**config.mk**
```make
export PLATFORM = sky130hd
export DESIGN_NAME = compression_lane_dispatcher
export DESIGN_NICKNAME = d
export VERILOG_FILES = /design/src/rtl/compression_lane_dispatcher.sv
export SDC_FILE = /design/constraint.sdc
export NUM_CORES = 1
export LEC_CHECK = 0
export CAP_MARGIN = 10
export CORE_AREA = 2 2 452 454
export DETAILED_ROUTE_END_ITERATION = 7
export DIE_AREA = 0 0 454 456
export RECOVER_POWER = 100
export SYNTH_ARGS = -nofsm -noshare
export SYNTH_HDL_FRONTEND = slang
export SYNTH_SLANG_ARGS = --single-unit
```
**constraint.sdc**
```tcl
create_clock -name aclk -period 2.93 [get_ports aclk]
set_input_delay 0.293 -clock aclk [delete_from_list [all_inputs] [get_ports aclk]]
set_output_delay 0.293 -clock aclk [all_outputs]
set_load 0.03 [all_outputs]
```
**src/rtl/compression_lane_dispatcher.sv**
```systemverilog
// Packet-level round-robin dispatcher from one AXI-Stream source to N compressor lanes, with an order-tag FIFO.
// Optional per-lane packet and stall counters are enabled by defining DISPATCH_STATS_EN.
module compression_lane_dispatcher #(
  parameter int N_LANES     = 4,
  parameter int DATA_BITS   = 512,
  parameter int ORDER_DEPTH = 16
) (
  input  logic                         aclk,
  input  logic                         aresetn,
  input  logic                         enable,
  input  logic [DATA_BITS-1:0]         s_tdata,
  input  logic [DATA_BITS/8-1:0]       s_tkeep,
  input  logic                         s_tlast,
  input  logic                         s_tvalid,
  output logic                         s_tready,
  output logic [DATA_BITS-1:0]         m_tdata,
  output logic [DATA_BITS/8-1:0]       m_tkeep,
  output logic                         m_tlast,
  output logic [N_LANES-1:0]           m_tvalid,
  input  logic [N_LANES-1:0]           m_tready,
  input  logic [N_LANES-1:0]           lane_busy,
  output logic [$clog2(N_LANES)-1:0]   ord_lane,
  output logic                         ord_valid,
  input  logic                         ord_ready
`ifdef DISPATCH_STATS_EN
  ,
  output logic [N_LANES*32-1:0]        stat_pkts,
  output logic [31:0]                  stat_stall
`endif
);

  localparam int LW = $clog2(N_LANES);
  localparam int AW = $clog2(ORDER_DEPTH);

  typedef enum logic [0:0] {
    IDLE   = 1'b0,
    STREAM = 1'b1
  } state_t;

  state_t          state_r, state_nxt;
  logic [LW-1:0]   ptr_r, lane_r, gnt_lane;
  logic            found, grant, pop, full, last_hs;
  logic [LW-1:0]   fifo_mem [ORDER_DEPTH];
  logic [AW-1:0]   wr_ptr_r, rd_ptr_r;
  logic [AW:0]     count_r;

  function automatic logic [LW-1:0] wrap_add(input logic [LW-1:0] base, input int step);
    return LW'((int'(base) + step) % N_LANES);
  endfunction

  assign m_tdata   = s_tdata;
  assign m_tkeep   = s_tkeep;
  assign m_tlast   = s_tlast;
  assign ord_valid = (count_r != '0);
  assign ord_lane  = fifo_mem[rd_ptr_r];
  assign full      = (count_r == (AW+1)'(ORDER_DEPTH));
  assign pop       = ord_valid & ord_ready;

  // Round-robin search: first non-busy lane upward from ptr+1
  always_comb begin
    found    = 1'b0;
    gnt_lane = '0;
    for (int k = 1; k <= N_LANES; k++) begin
      if (!found && !lane_busy[wrap_add(ptr_r, k)]) begin
        found    = 1'b1;
        gnt_lane = wrap_add(ptr_r, k);
      end
    end
  end

  // Next-state and lane steering
  always_comb begin
    state_nxt = state_r;
    m_tvalid  = '0;
    s_tready  = 1'b0;
    grant     = 1'b0;
    last_hs   = 1'b0;
    case (state_r)
      IDLE: begin
        grant = s_tvalid & enable & found & ~full;
        if (grant) state_nxt = STREAM;
        else       state_nxt = IDLE;
      end
      STREAM: begin
        m_tvalid[lane_r] = s_tvalid;
        s_tready         = m_tready[lane_r];
        last_hs          = s_tvalid & m_tready[lane_r] & s_tlast;
        if (last_hs) state_nxt = IDLE;
        else         state_nxt = STREAM;
      end
      default: state_nxt = IDLE;
    endcase
  end

  // FSM, RR pointer and granted lane registers
  always_ff @(posedge aclk or negedge aresetn) begin
    if (!aresetn) begin
      state_r <= IDLE;
      ptr_r   <= LW'(N_LANES - 1);
      lane_r  <= '0;
    end else begin
      state_r <= state_nxt;
      if (grant) begin
        ptr_r  <= gnt_lane;
        lane_r <= gnt_lane;
      end
    end
  end

  // Order FIFO pointers and occupancy
  always_ff @(posedge aclk or negedge aresetn) begin
    if (!aresetn) begin
      wr_ptr_r <= '0;
      rd_ptr_r <= '0;
      count_r  <= '0;
    end else begin
      if (grant) wr_ptr_r <= wr_ptr_r + AW'(1);
      if (pop)   rd_ptr_r <= rd_ptr_r + AW'(1);
      case ({grant, pop})
        2'b10:   count_r <= count_r + (AW+1)'(1);
        2'b01:   count_r <= count_r - (AW+1)'(1);
        default: count_r <= count_r;
      endcase
    end
  end

  // Order FIFO storage; contents are don't-care while empty
  always_ff @(posedge aclk) begin
    if (grant) fifo_mem[wr_ptr_r] <= gnt_lane;
  end

`ifdef DISPATCH_STATS_EN
  logic [31:0] pkts_r [N_LANES];
  logic [31:0] stall_r;

  // Per-lane completed-packet counters and IDLE stall counter
  always_ff @(posedge aclk or negedge aresetn) begin
    if (!aresetn) begin
      for (int i = 0; i < N_LANES; i++) pkts_r[i] <= 32'd0;
      stall_r <= 32'd0;
    end else begin
      if (last_hs) pkts_r[lane_r] <= pkts_r[lane_r] + 32'd1;
      if ((state_r == IDLE) && s_tvalid && enable && !grant) stall_r <= stall_r + 32'd1;
    end
  end

  // Flatten lane counters onto the output bus
  always_comb begin
    stat_pkts = '0;
    for (int i = 0; i < N_LANES; i++) stat_pkts[32*i +: 32] = pkts_r[i];
  end

  assign stat_stall = stall_r;
`endif

endmodule

```
==> results of run 1 <==
## power breakdown
part           leakage [nW]  internal (mW)  switching, mW
Sequential            0.498          0.959          0.230
Combinational         0.547          0.582          0.614
Clock                0.0875          0.430          0.260
## critical path, cell delays in order, from the launching register on
cell,delay (ps)
dfrtp_1,480
buf_4,240
mux4_2,530
a211oi_1,250
a21oi_1,80
clkdlybuf4s50_1,600
## synth_stat cells (3+ instances only)
master,number,area share [%]
buf_4,578,64
edfxtp_1,32,14
dfrtp_1,16,5.9
nand2_1,16,0.88
nor2_1,15,0.83
inv_1,11,0.61
ha_1,9,1.7
mux4_2,9,3.0
o21ai_0,8,0.59
xnor2_1,6,0.77
nor3_1,5,0.37
nand3_1,4,0.29
a21oi_1,3,0.22
clkbuf_1,3,0.17
mux2_2,3,0.50
nand2_4,3,0.50
nand2b_1,3,0.28
nor2b_1,3,0.28
nor3_2,3,0.44
xor2_1,3,0.39
## layout make-up
| class | count | share of cell area, % |
|---|---|---|
| clock buffers | 6 | 2.20 |
| clock inverters | 2 | 0.616 |
| inverters | 11 | 0.655 |
| multi-input cells | 118 | 15.6 |
| flip-flops and latches | 50 | 22.5 |
| well taps | 2672 | 53.1 |
| repair buffers | 37 | 5.40 |
## sequential cells by signal (all words and copies together), names as in the netlist
| name | flops |
|---|---|
| count_r | 5 |
| fifo_mem | 32 |
| lane_r | 2 |
| ptr_r | 2 |
| rd_ptr_r | 4 |
| state_r | 1 |
| wr_ptr_r | 4 |
## per-stage QoR
stage	worst slack, ps	util [%]
global route	16.1	3.12
detailed placement	-385	3.04
global placement	-215	3.04
CTS	65.7	3.13
floorplan	204	-
finish	145	3.12
## layout by cell type, fill, tap and decap left out, drive strengths merged, types with 2 or more instances in the layout
| cell | instances |
|---|---|
| nor2 | 15 |
| nand2b | 3 |
| and2 | 2 |
| mux2i | 2 |
| a21oi | 3 |
| dfrtp | 16 |
| a211oi | 2 |
| dfstp | 2 |
| xor2 | 3 |
| o21a | 2 |
| nand2 | 19 |
| xnor2 | 6 |
| inv | 12 |
| edfxtp | 32 |
| buf | 11 |
| nor3 | 8 |
| nand3 | 4 |
| nand4 | 2 |
| clkdlybuf4s50 | 14 |
| dlygate4sd3 | 7 |
| o21ai | 8 |
| nor2b | 3 |
| ha | 9 |
| mux2 | 3 |
| a21boi | 2 |
| clkbuf | 11 |
| mux4 | 9 |
## repair_timing
item	4_1_cts	5_1_grt
pin swaps	0	2
resized for setup	1	5
cloned	0	0
setup buffers	0	1
setup endpoints to repair	1	1
## layer usage
metal  GRT usage (%)  share of wire [%]  vias up
met4            1.99                2.0       10
met5            2.17               0.23        -
met2            17.9                 44     1034
li1                -                  -      749
met3            23.5                 43      114
met1            3.57                 11     1154
## cell families after synthesis
logic type      Yosys count
compound gates           23
xor+xnor                  9
fa+ha+maj                10
buf+inv                 595
flops                    50
mux                      14
simple gates             62
## worst paths after layout
check	depth (start not counted)	from	end	slack [ps]
max in group asynchronous	1	aresetn	count_r[0]$_DFFE_PN0P_	1730
worst max-delay path	5	rd_ptr_r[0]$_DFFE_PN0P_	ord_lane[0]	150
worst max register to register	10	count_r[2]$_DFFE_PN0P_	count_r[4]$_DFFE_PN0P_	190
worst min register to register	1	count_r[0]$_DFFE_PN0P_	count_r[0]$_DFFE_PN0P_	530
min in group asynchronous	1	aresetn	lane_r[1]$_DFFE_PN0P_	580
worst min-delay path	1	count_r[0]$_DFFE_PN0P_	count_r[0]$_DFFE_PN0P_	530
==> key figures, run 1 <==
Outcome
  • Status: completed

Layout
  • Fillers: about 24000
  • Multi-input gate area: 983 sq um
  • Layout area overhead: -7.55%
  • Post-route cell area: around 6300 sq um
  • FF+latch area: 1420 sq um
  • Nets@finish: 823
  • Non-filler instance count after layout: 2896
  • Share of cells above drive strength 1: approximately a fifth
  • Antenna cells: 0

Clock network
  • Clock sink count: 50
  • Post-CTS Hold Fix Bufs: 0
  • Number of CTS-inserted buffers: 5
  • CTS max path bufs: 2
  • CTS tree: yes
  • Worst skew pair latency: 290 ps
  • H-tree Lvls: 2
  • Root Buffer: clkbuf_16
  • Clock-pin transition on the worst setup and hold timing paths: 70 ps

Yosys
  • Synth async-reset ratio: 36.0%
  • Syn_area_per_cell: 8.93 sq um
  • Adder-Cell Fraction of Synth Area: 1.95%
  • Synth Instances: about 760
  • Synth Cell Area: 6820 sq um
  • Seq/Total Area, Yosys: 20.7%
  • EDFF count, synth: 32
  • Synth Area in XOR/XNOR: 1.16%
  • Number of synthesized register bits: 50
  • Ys Warns: 0
  • Post-Syn Nets: 1363
  • Main combinational cell family by area after synthesis: buffers and inverters
  • Main synth FF type: edfxtp_1
  • Synth Area in Simple Gates: 5.16%
  • Post-synthesis mux area share: approximately 3.8%
  • Distinct cells, synth: 43
  • Compound-Gate Fraction of Synth Area: 2.52%

STA
  • # setup viols final: 0
  • Tcrit/Tclk final: 95.0%
  • Slew margin rel.: 29.3%
  • Final clock skew: 10.7 ps
  • Fin. Hold Viols: 0
  • Period minus WS final: around 2800 ps
  • Worst Tran Pin Value: 1060 ps
  • Pins Over Slew Limit: 0
  • Fmax: 0.359 GHz
  • Setup_tns: 0 ps
  • RSZ-0062 raised after global routing: no
  • Fin Hold WS: 533 ps

Place
  • PortBufs: 22
  • Placed cell count: 2887
  • RD Place Congestion: ~0.84
  • Placed cell areas: 6140 sq um
  • Post-DP HPWL: about 120000 um

Worst setup path
  • Crit Path Category: register to output pin
  • Worst setup EP type: output pin
  • Max Fanout on Critical Path: 7
  • CP Launch Type: register
  • Required @ worst endpoint: 2640 ps
  • Crit path DAT: 2490 ps

Floorplanning
  • Die height: ~460 um
  • Core ar.: 202000 sq um
  • Die area: 207000 sq um
  • Io pins: ~1200
  • Starting Density: approximately 3.4%
  • Die X: 454 um
  • FP Rows: between 150 and 200

Routing
  • DR iter-0 viols: 313
  • DRT antenna net count: 0
  • Router iterations before antenna repair: 4
  • Drt drc: 0
  • Via count: 3061
  • Vias/cell: ~1.1
  • WL/cell: 43.4 um
  • Post-Route WL: ~130000 um

Run
  • Total of max-cap violations: 0

Global routing
  • First-pass GRT wire length: 133000 um
  • Vias in the first global route: 2709
  • Initial antenna violation count: 2
  • Pin count of the biggest net entering global routing: 19
  • Overflow after GRT: 0
  • Gr usage total: 11.6%

Pwr
  • Design Power: 3.07 mW
  • Leakage power: 1.13 nW
  • Max VDD drop: between 0.2 and 0.3 mV
  • Power Density: 488 nW/um^2

Hold path
  • Worst hold path class: register to register
No activity file was read; power rests on OpenSTA's default activity.
==> run 2, diff against run 1 <==
--- a/config.mk
+++ b/config.mk
@@ -5,7 +5,6 @@
 export SDC_FILE = /design/constraint.sdc
 export NUM_CORES = 1
 export LEC_CHECK = 0
-export CAP_MARGIN = 10
 export CORE_AREA = 2 2 452 454
 export DETAILED_ROUTE_END_ITERATION = 7
 export DIE_AREA = 0 0 454 456
==> results of run 2 <==
Final layout, timing and power as in run 1 (identical DEF).
==> run 3, diff against run 2 <==
--- a/config.mk
+++ b/config.mk
@@ -5,10 +5,11 @@
 export SDC_FILE = /design/constraint.sdc
 export NUM_CORES = 1
 export LEC_CHECK = 0
-export CORE_AREA = 2 2 452 454
+export CORE_AREA = 3 3 453 455
 export DETAILED_ROUTE_END_ITERATION = 7
-export DIE_AREA = 0 0 454 456
+export DIE_AREA = 0 0 456 458
 export RECOVER_POWER = 100
+export SLEW_MARGIN = 20
 export SYNTH_ARGS = -nofsm -noshare
 export SYNTH_HDL_FRONTEND = slang
 export SYNTH_SLANG_ARGS = --single-unit
==> run 3 against run 2 <==
Against the previous run: sequential power is essentially flat; maximum frequency about the same; via count is 8.7% higher; critical path type unchanged; clock-buffer cell count unchanged; power decreased by 4.0%; critical endpoint unchanged; wire length up 2.1%; register-to-register slack better by 40 ps; non-clock buffer count fell by 1; sequential cell count is the same; setup slack about the same.
==> key figures, run 3 (synthesis gave the netlist of run 1 again) <==
Worst setup path
  • CP Launch Type: register (unchanged)
  • Cell count of the worst reg-to-reg path: 10 (unchanged)
  • Flop2flop setup slack: 230 ps (was 190 ps)
  • Crit. Startpoint: rd_ptr_r[0]$_DFFE_PN0P_ (unchanged)
  • R2R Path End: count_r[4]$_DFFE_PN0P_ (unchanged)
  • Required @ worst endpoint: 2640 ps (about the same)
  • Worst setup EP type: output pin (unchanged)
  • R2r startpoint: count_r[2]$_DFFE_PN0P_ (unchanged)
  • Crit path DAT: 2490 ps (about the same)
  • Max Fanout on Critical Path: 7 (unchanged)
  • Worst setup path endpoint: ord_lane[0] (unchanged)
  • Crit Path Category: register to output pin (unchanged)

Clock network
  • Clock-pin transition on the worst setup and hold timing paths: 70 ps (about the same)
  • CTS tree: yes (unchanged)
  • H-tree Lvls: 2 (unchanged)
  • Worst skew pair latency: 280 ps (was 290 ps)
  • Number of CTS-inserted buffers: 5 (unchanged)
  • CTS max path bufs: 2 (unchanged)
  • Root Buffer: clkbuf_16 (unchanged)
  • Post-CTS Hold Fix Bufs: 0 (unchanged)
  • Clock sink count: 50 (unchanged)

Routing
  • Router iterations before antenna repair: 4 (unchanged)
  • DRT antenna net count: 0 (unchanged)
  • Post-Route WL: 128000 um (was 126000 um)
  • Vias/cell: 1.15 (was 1.06)
  • DR iter-0 viols: 330 (was 313)
  • Via count: 3326 (was 3061)
  • Drt drc: 0 (unchanged)
  • WL/cell: 44.3 um (was 43.4 um)

Pwr
  • Design Power: 2.95 mW (was 3.07 mW)
  • Leakage power: 1.10 nW (was 1.13 nW)
  • Max VDD drop: 0.236 mV (was 0.293 mV)
  • Power Density: 475 nW/um^2 (was 488 nW/um^2)

Global routing
  • First-pass GRT wire length: 136000 um (was 133000 um)
  • Overflow after GRT: 0 (unchanged)
  • Vias in the first global route: 2817 (was 2709)
  • Initial antenna violation count: 2 (unchanged)
  • Pin count of the biggest net entering global routing: 19 (unchanged)
  • Gr usage total: 11.7% (was 11.6%)

Outcome
  • Status: completed (unchanged)

STA
  • Pins Over Slew Limit: 0 (unchanged)
  • Worst Tran Pin Value: 931 ps (was 1060 ps)
  • Final clock skew: 5.60 ps (was 10.7 ps)
  • Tcrit/Tclk final: 95.0% (about the same)
  • Period minus WS final: 2780 ps (about the same)
  • Fin. Hold Viols: 0 (unchanged)
  • # setup viols final: 0 (unchanged)
  • Slew margin rel.: 37.7% (was 29.3%)
  • Fmax: 0.359 GHz (about the same)
  • RSZ-0062 raised after global routing: no (unchanged)

Floorplanning
  • Core ar.: 202000 sq um (unchanged)
  • Io pins: 1175 (unchanged)
  • Die area: 209000 sq um (was 207000 sq um)
  • Starting Density: 3.38% (unchanged)
  • Die height: 458 um (was 456 um)
  • FP Rows: 165 (unchanged)
  • Die X: 456 um (was 454 um)

Layout
  • Nets@finish: 822 (was 823)
  • Layout area overhead: -8.76% (was -7.55%)
  • Most frequent cells in the layout: edfxtp_1, nand2_1, dfrtp_1 (was edfxtp_1, nand2_1, nor2_1, dfrtp_1, clkdlybuf4s50_1)
  • Top reg by flops: fifo_mem (unchanged)
  • Commonest non-fill, non-tap cell in the layout: edfxtp_1 (unchanged)
  • Share of cells above drive strength 1: 16.1% (was 18.8%)
  • Fillers: 23925 (was 23921)
  • Max reg flops: 32 (unchanged)
  • Largest regs: fifo_mem x32, count_r x5 (unchanged)
  • Non-filler instance count after layout: 2895 (was 2896)
  • Antenna cells: 0 (unchanged)

Run
  • Total of max-cap violations: 0 (unchanged)

Place
  • RD Place Congestion: 0.867 (was 0.845)
  • Placed cell count: 2886 (was 2887)
  • Post-DP HPWL: 123000 um (was 121000 um)
  • PortBufs: 22 (unchanged)

Hold path
  • Worst hold path class: register to register (unchanged)
[run 3: routing by layer]
layer	global-route usage, %	routed length (um)
met1	2.75	10700
met2	18.1	56300
met3	24.4	56200
met4	3.02	4450
met5	2.89	823
[run 3: what timing repair did]
item / in CTS / in global routing
endpoints found under the hold margin: 0 / 0
endpoints found under the setup margin: 0 / 1
gates resized for setup: 0 / 1
setup buffers: 0 / 1
[run 3: cell type report]
type	count	area, sq um	area share (%)
repair buffers	36	297	4.77
clock inverters	2	38.8	0.624
clock buffers	6	129	2.07
inverters	11	41.3	0.664
flip-flops and latches	50	1410	22.7
well taps	2672	3340	53.8
multi-input cells	118	956	15.4
[run 3: worst min path at each step]
stage | from | end | slack (ps) | cells after the start
2_1_floorplan | aresetn | count_r[0]$_DFFE_PN0P_ | -3 | 0
3_3_place_gp | ptr_r[1]$_DFFE_PN1P_ | ptr_r[1]$_DFFE_PN1P_ | 530 | 2
3_5_place_dp | ptr_r[0]$_DFFE_PN1P_ | ptr_r[0]$_DFFE_PN1P_ | 550 | 1
4_1_cts | aresetn | state_r$_DFF_PN0_ | 550 | 1
5_1_grt | ptr_r[0]$_DFFE_PN1P_ | ptr_r[0]$_DFFE_PN1P_ | 570 | 1
6_report | ptr_r[0]$_DFFE_PN1P_ | ptr_r[0]$_DFFE_PN1P_ | 560 | 1
[run 3: report_power, final]
part / total (mW) / switching, mW / internal [mW] / leakage, nW
registers: 1.19 / 0.230 / 0.957 / 0.499
logic: 1.11 / 0.590 / 0.516 / 0.517
clock network: 0.658 / 0.253 / 0.405 / 0.0810
[run 3: per-stage QoR]
| step | util (%) | setup TNS (ps) | cell area [sq um] | worst slack (ps) | hold WS [ps] |
|---|---|---|---|---|---|
| after global routing | 3.08 | 0 | 6220 | 21.5 | 565 |
| after global placement | 3.03 | -190 | 6100 | -190 | 534 |
| after floorplan | - | 0 | 6820 | 204 | -2.59 |
| after detailed placement | 3.03 | -178 | 6100 | -178 | 547 |
| after CTS | 3.11 | 0 | 6270 | 118 | 547 |
| final | 3.08 | 0 | 6220 | 145 | 555 |
[run 3: worst max-delay path: stages (launching register included)]
cell           delay [ps]
dfrtp_1               460
buf_4                 230
mux4_2                510
a211oi_1              240
a21oi_1                60
dlygate4sd3_1         700
